==> config.mk <==
export PLATFORM = sky130hd
export DESIGN_NAME = mont_iter
export DESIGN_NICKNAME = d
export VERILOG_FILES = /design/src/rtl/rsa_pkg.sv /design/src/rtl/mont_step.sv /design/src/rtl/mont_iter.sv
export SDC_FILE = /design/constraint.sdc
export NUM_CORES = 1
export LEC_CHECK = 0
export CORE_UTILIZATION = 45
export DETAILED_ROUTE_END_ITERATION = 12
export PLACE_DENSITY = 0.74
export SLEW_MARGIN = 10
export SYNTH_ARGS = -nofsm -noshare
export SYNTH_HDL_FRONTEND = slang
export SYNTH_SLANG_ARGS = --single-unit
==> constraint.sdc <==
create_clock -name clk -period 3.5 [get_ports clk]
set_input_delay 0.7 -clock clk [delete_from_list [all_inputs] [get_ports clk]]
set_output_delay 0.7 -clock clk [all_outputs]
set_load 0.005 [all_outputs]
==> src/rtl/rsa_pkg.sv <==
// Shared RSA project definitions: the Montgomery iteration FSM state encoding.
package rsa_pkg;

   typedef enum logic [1:0] {
      S_IDLE = 2'd0,
      S_ITER = 2'd1,
      S_CORR = 2'd2,
      S_DONE = 2'd3
   } mont_state_t;

endpackage : rsa_pkg

==> src/rtl/mont_step.sv <==
// One radix-2 Montgomery step: pick q so the sum is even, add A[i]*B and q*M, halve.
module mont_step #(
   parameter int WIDTH = 4
) (
   input  logic [WIDTH+1:0] i_acc,
   input  logic             i_a_bit,
   input  logic [WIDTH-1:0] i_b,
   input  logic [WIDTH-1:0] i_m,
   output logic [WIDTH+1:0] o_acc_next
);

   logic             w_q;
   logic [WIDTH+1:0] w_b_term;
   logic [WIDTH+1:0] w_m_term;
   logic [WIDTH+1:0] w_sum;

   // acc < 2M and B, M < 2^WIDTH keep the sum below 2^(WIDTH+2)
   assign w_q        = i_acc[0] ^ (i_a_bit & i_b[0]);
   assign w_b_term   = i_a_bit ? {2'b00, i_b} : '0;
   assign w_m_term   = w_q ? {2'b00, i_m} : '0;
   assign w_sum      = i_acc + w_b_term + w_m_term;
   assign o_acc_next = w_sum >> 1;

endmodule : mont_step

==> src/rtl/mont_iter.sv <==
// Iterative Montgomery multiplier: R = A*B*2^-WIDTH mod M, one operand bit per enabled cycle.
module mont_iter
   import rsa_pkg::*;
#(
   parameter int WIDTH = 4
) (
   input  logic             clk,
   input  logic             rst,
   input  logic             ena,
   input  logic             start,
   input  logic [WIDTH-1:0] A,
   input  logic [WIDTH-1:0] B,
   input  logic [WIDTH-1:0] M,
   output logic [WIDTH-1:0] R,
   output logic             busy,
   output logic             done,
   output mont_state_t      o_dbg_state
);

   localparam int CW = (WIDTH > 1) ? $clog2(WIDTH) : 1;
   localparam logic [CW-1:0] LAST_CNT = CW'(WIDTH - 1);

   mont_state_t      r_state;
   logic [CW-1:0]    r_cnt;
   logic [WIDTH+1:0] r_acc;
   logic [WIDTH-1:0] r_a;
   logic [WIDTH-1:0] r_b;
   logic [WIDTH-1:0] r_m;
   logic [WIDTH-1:0] r_res;
   logic             r_busy;
   logic             r_done;

   logic [WIDTH+1:0] w_acc_next;
   logic             w_acc_ge_m;
   logic [WIDTH-1:0] w_acc_sub;

   mont_step #(.WIDTH(WIDTH)) u_step (
      .i_acc      (r_acc),
      .i_a_bit    (r_a[r_cnt]),
      .i_b        (r_b),
      .i_m        (r_m),
      .o_acc_next (w_acc_next)
   );

   // Final acc is below 2M, so the difference fits in WIDTH bits when taken
   assign w_acc_ge_m = (r_acc >= {2'b00, r_m});
   assign w_acc_sub  = r_acc[WIDTH-1:0] - r_m;

   always_ff @(posedge clk) begin
      if (rst) begin
         r_state <= S_IDLE;
         r_cnt   <= '0;
         r_acc   <= '0;
         r_a     <= '0;
         r_b     <= '0;
         r_m     <= '0;
         r_res   <= '0;
         r_busy  <= 1'b0;
         r_done  <= 1'b0;
      end else if (ena) begin
         case (r_state)
            S_IDLE: begin
               if (start) begin
                  r_a     <= A;
                  r_b     <= B;
                  r_m     <= M;
                  r_acc   <= '0;
                  r_cnt   <= '0;
                  r_busy  <= 1'b1;
                  r_state <= S_ITER;
               end
            end
            S_ITER: begin
               r_acc <= w_acc_next;
               r_cnt <= r_cnt + 1'b1;
               if (r_cnt == LAST_CNT) begin
                  r_state <= S_CORR;
               end
            end
            S_CORR: begin
               r_res   <= w_acc_ge_m ? w_acc_sub : r_acc[WIDTH-1:0];
               r_busy  <= 1'b0;
               r_done  <= 1'b1;
               r_state <= S_DONE;
            end
            S_DONE: begin
               r_done  <= 1'b0;
               r_state <= S_IDLE;
            end
            default: begin
               r_busy  <= 1'b0;
               r_done  <= 1'b0;
               r_state <= S_IDLE;
            end
         endcase
      end
   end

   // A stalled DONE cycle shows no pulse; it appears once ena returns
   assign done        = r_done & ena;
   assign R           = r_res;
   assign busy        = r_busy;
   assign o_dbg_state = r_state;

endmodule : mont_iter

* After elaboration in Yosys (flattened, before gate mapping)
Index checks and enable logic that the tools add are counted.
** Storage, ports and cells
- Bits of input ports :: 16
- Output and inout port bits :: 8
- Memories :: 0
- Bits in latches :: 0
- Bits in read-only memories :: 0
- Memory bits (writable) :: 0
- Logic and storage cells :: 49
- Flip-flop bits (word level) :: 28
** Operators by class
- Muxes and demuxes :: 15
- $lt $le $gt $ge :: 2
- Shifts and indexed selects :: 0
- Add/sub/neg operators :: 4
- Reductions and logical operators :: 10
- Equality and inequality tests :: 6
- Multiply operators :: 0
- Divide/modulo/power cells :: 0
- Bitwise operators :: 3
** Operator list (number)
- $add A6 B6 Y6 :: 2
- $mux W4 :: 3
- $pmux W6 S2 :: 1
- $reduce_and A3 Y1 :: 4
- $pmux W2 S4 :: 1
- $eq A2 B2 Y1 const B :: 3
- $ge A6 B4 Y1 :: 1
- $mux W2 :: 3
- $mux W6 :: 1
- $reduce_bool A2 Y1 :: 3
- $ne A2 B2 Y1 const B :: 2
- $pmux W1 S2 :: 2
- $pmux W2 S2 :: 1
- $reduce_and A2 Y1 :: 2
- $sub A4 B4 Y4 :: 1
- $lt A2 B3 Y1 const B :: 1
- $add A2 B1 Y2 const B :: 1
- $and A1 B1 Y1 :: 2
- $bmux W1 S2 :: 1
- $eq A2 B1 Y1 const B :: 1
- $logic_not A2 Y1 :: 1
- $mux W1 :: 2
- $xor A1 B1 Y1 :: 1

* Longest topological paths before layout
- Depth in word-level cells :: 7
- Mapped depth :: 13
- Gate-level depth less buffers :: 13

* Hierarchy
Synthesis repeated with hierarchy kept, for this count alone.
** Unflattened totals
- Cells, all modules :: 189
- Area, all modules :: 1691.6 µm²
** By module, submodules not included
- mont_iter :: area each 1406.3 µm², times used 1, seq. area each 560.5 µm², cells each 157
- mont_step :: area each 285.3 µm², times used 1, seq. area each 0.0 µm², cells each 32

* Worst setup path before layout
OpenSTA, ideal clock, no wires.
- Kind :: reg-to-reg
- Start point :: reg r_cnt[0]
- End point :: reg r_acc[2]
- Buffers on the path :: 0
- Data arrival time :: 2.956 ns
- Stages on the path, launching flop included :: 13
- Clock period less this slack :: 3.027 ns
- Setup time :: 0.071 ns
- Required time :: 3.429 ns
- Path slack :: 0.473 ns
- Cell sequence :: dfxtp_1 mux4_2 nand2_2 xnor2_1 nand2b_1 fa_1 inv_1 ha_1 inv_1 fa_1 nor2b_1 or3_1 a21oi_1
** Between the ends
- Word-level cells in the longest chain between the ends :: 7
- Elaborated cells on any way between the ends :: 9
- Those cells by class :: add/sub: 2; mux: 5; bitwise: 2
** RTL lines
- start, declared :: RTL line mont_iter.sv:24 : logic [CW-1:0] r_cnt;
- start signal, assigned :: RTL line mont_iter.sv:75 : r_cnt <= r_cnt + 1'b1;
- $bmux W1 S2 (*) :: RTL line mont_iter.sv:39 : .i_a_bit (r_a[r_cnt]),
- $mux W1 (not written as such) (*) :: RTL line mont_iter.sv:39
- parallel branches: the longest is 3 deep, another holds $add A6 B6 Y6
- $add A6 B6 Y6 (*) :: RTL line mont_step.sv:21 : assign w_sum = i_acc + w_b_term + w_m_term;
- $pmux W6 S2 (*) :: RTL line mont_iter.sv:61 : case (r_state)
- end signal, assigned :: RTL line mont_iter.sv:74 : r_acc <= w_acc_next;
- end, declared :: RTL line mont_iter.sv:25 : logic [WIDTH+1:0] r_acc;
Mark *: on every way between the ends. The select of a mux whose other input is x is not followed.
A chain may end at the register's enable or synchronous reset.

* Final worst setup path
Ends and elaborated chain as after synthesis.

==> impl_metrics.yaml <==
outcome:
  status: "finished, final reports clean"
clock_network:
  clock_sinks: 27
  post_cts_buffers: 0
  cts.path.max_buffers: 2
  cts_resized: 0
  htree_num_levels: 1
  insertion_delay_ps: 320
  cts_hold_buf: 0
  cts_buffers: 3
  clk_pin_slew_worst_paths_ps: 150
  cts_tree: "built"
  root_buffer: "clkbuf_4"
critical_path:
  ff2ff_setup_slack_ps: 320
  startpoint: "r_cnt[0]"
  crit_required_ps: 3760
  r2r_cells: 12
  cp-end-kind: "flop"
  worstPathMaxFanout: 4
  slowest_stage: "mux4_2"
  path_cells: "mux4_2 -> nand2_2 -> xnor2_1 -> nand2b_1 -> fa_1 -> inv_1 -> ha_1 -> inv_1 -> fa_1 -> nor2b_1 -> or3_1 -> a21oi_1"
  cp-start-kind: "flop"
  worstSetupEndpoint: "r_acc[2]"
  slowest_delay_ps: 550
  r2r-start: "r_cnt[0]"
  critPathKind: "reg2reg"
  timing.rr.end: "r_acc[2]"
  arrival_ps: 3440
synthesis:
  synth-async-reset-ratio_pct: 0
  synth_edf_count: 0
  syn_avg_cell_area_um2: 8.63
  syn_nets: 221
  synthFlopType: "dfxtp_1"
  ys_seq_elements: 27
  synthDistinctLibCells: 43
  syn_inst: 187
  syn_area_um2: 1610
  yosysWarnings: 0
  yosysSeqAreaShare_pct: 33.5
global_route:
  first_global_vias: 1238
  overflow: 0
  grt_max_degree: 19
  antenna_found_initial: 0
  grt_usage_pct: 18.6
  grt_pass1_wl_um: 5260
finish:
  n_fill_cell: 312
  stdcell_area_um2: 1920
  multi_input_area_um2: 987
  area_growth_pct: 19.1
  drive_above_1_share_pct: 8.10
  fin_nets: 245
  diodes: 0
  final_util_pct: 56.7
  seq_area_um2: 541
sta:
  rsz0062_at_grt: "false"
  clock.fmax_mhz: 315
  slew_headroom_pct: 56.6
  final.period_utilization_pct: 90.8
  slew_viol_final: 0
  tightest_slew_ps: 650
  hold_viol: 0
  finalSetupTns_ps: 0
  fin_crit_ps: 3180
  final-setup-viol-count: 0
  finClkSkew_ps: 1.27
placement:
  place_hpwl_um: 2390
  gp_congestion: 0.844
  io_buffers: 23
  place_area_um2: 1890
drt:
  via_count: 1302
  drt-total-wl_um: 3030
  avgRoutedWirePerCell_um: 11.8
  drt-initial-drc-count: 41
  antenna_left: 0
  drc_errors: 0
  drt_pass1_iterations: 4
  via_per_inst: 5.09
power:
  power_density_nw_per_um2: 305
  ir_drop_mv: 0.224
  p_leak_nw: 0.780
flow_run:
  drv_cap: 0
worst_hold_path:
  hp-class: "reg2reg"
floorplan:
  fp.dieW_um: 61.9
  initial_utilization_pct: 47.6
  pin_count: 24
  fp.dieArea_um2: 3830
  fp-row-count: 21
  coreArea_um2: 3390
  fp.dieH_um: 61.9
-- cell type report --
type	instances	share of cell area (%)
Sequential cell	27	28.1
Clock buffer	3	1.17
Inverter	15	2.93
Multi-Input combinational cell	138	51.4
Clock inverter	1	0.260
Tap cell	46	2.99
Timing Repair Buffer	26	13.2
-- worst min path at each step --
stage                      start      to  slack [ps]  depth (start not counted)
after CTS                 r_a[3]  r_a[3]         470                          2
after floorplan           r_b[2]  r_b[2]         430                          2
after global routing      r_a[1]  r_a[1]         490                          2
after global placement    r_m[3]  r_m[3]         440                          2
final                     r_a[3]  r_a[3]         470                          2
after detailed placement  r_a[3]  r_a[3]         450                          2
-- power breakdown --
part           internal (mW)  switching (mW)  total (mW)
registers              0.321         0.00990       0.331
logic                 0.0584          0.0576       0.116
clock network         0.0429          0.0958       0.139
total                  0.422           0.163       0.585
-- cell usage after synthesis (2+ instances only) --
cell | count | area (um^2)
and2_2 | 2 | 15.0
o21a_1 | 3 | 22.5
o221ai_1 | 2 | 17.5
clkbuf_1 | 4 | 15.0
mux2i_1 | 5 | 50.1
buf_2 | 3 | 15.0
o211ai_1 | 2 | 15.0
nor3_1 | 2 | 10.0
fa_1 | 5 | 100
o21ai_0 | 2 | 10.0
xnor2_1 | 2 | 17.5
and2_1 | 3 | 18.8
dfxtp_1 | 27 | 541
nor2b_1 | 4 | 25.0
a211oi_1 | 3 | 22.5
inv_1 | 15 | 56.3
ha_1 | 13 | 163
a21o_1 | 2 | 15.0
nand2_1 | 33 | 124
nand3_1 | 2 | 10.0
nor2_1 | 15 | 56.3
a21oi_1 | 17 | 85.1
-- layout by cell type, fill, tap and decap left out, types with 3 or more instances in the layout --
cell / instances
nor2b_1: 4
a211oi_1: 3
o21a_1: 3
nor2_1: 15
a21oi_1: 17
clkdlybuf4s50_1: 23
clkbuf_4: 3
inv_1: 15
dfxtp_1: 27
and2_1: 3
ha_1: 13
mux2i_1: 5
fa_1: 5
buf_4: 3
nand2_1: 33
-- metal layers --
metal | track usage (%) | vias to the layer above | share of wire [%]
li1 | - | 680 | -
met1 | 23.7 | 588 | 50
met2 | 31.5 | 28 | 45
met3 | 3.52 | 6 | 3.3
met4 | 6.35 | 0 | 1.5
met5 | 0 | - | 0
-- kinds of logic after synthesis --
family	count (synthesis)	synth area share, %
xor gates and xnor gates	3	1.63
and+or+nand+nor	69	19.6
DFF	27	33.5
muxes	8	6.12
buffers and inverters	22	5.35
adders and majority gates	18	16.3
AOI/OAI and AO/OA	40	17.5
-- stage by stage --
stage	hold slack [ps]	total power, mW	instances	worst slack (ps)
CTS	467	0.591	256	293
global placement	444	0.452	252	397
global route	494	0.623	256	83.4
detailed placement	447	0.454	252	317
finish	467	0.585	256	320
floorplan	432	0.411	187	473
-- worst max-delay path, delay by kind of cell, from the launching register on --
| family | cells | cell delay (ps) |
|---|---|---|
| xor+xnor | 1 | 140 |
| flops | 1 | 420 |
| buf+inv | 2 | 130 |
| compound gates | 1 | 130 |
| fa+ha+maj | 3 | 1010 |
| mux | 1 | 550 |
| simple gates | 4 | 730 |
-- state kept, by name (all words and copies together) (netlist names) --
name and flops:
r_done 1, o_dbg_state 2, busy 1, r_cnt 2, r_m 4, r_a 4
R 4, r_b 4, r_acc 5
Note: power is estimated with default switching activity, not from simulation.
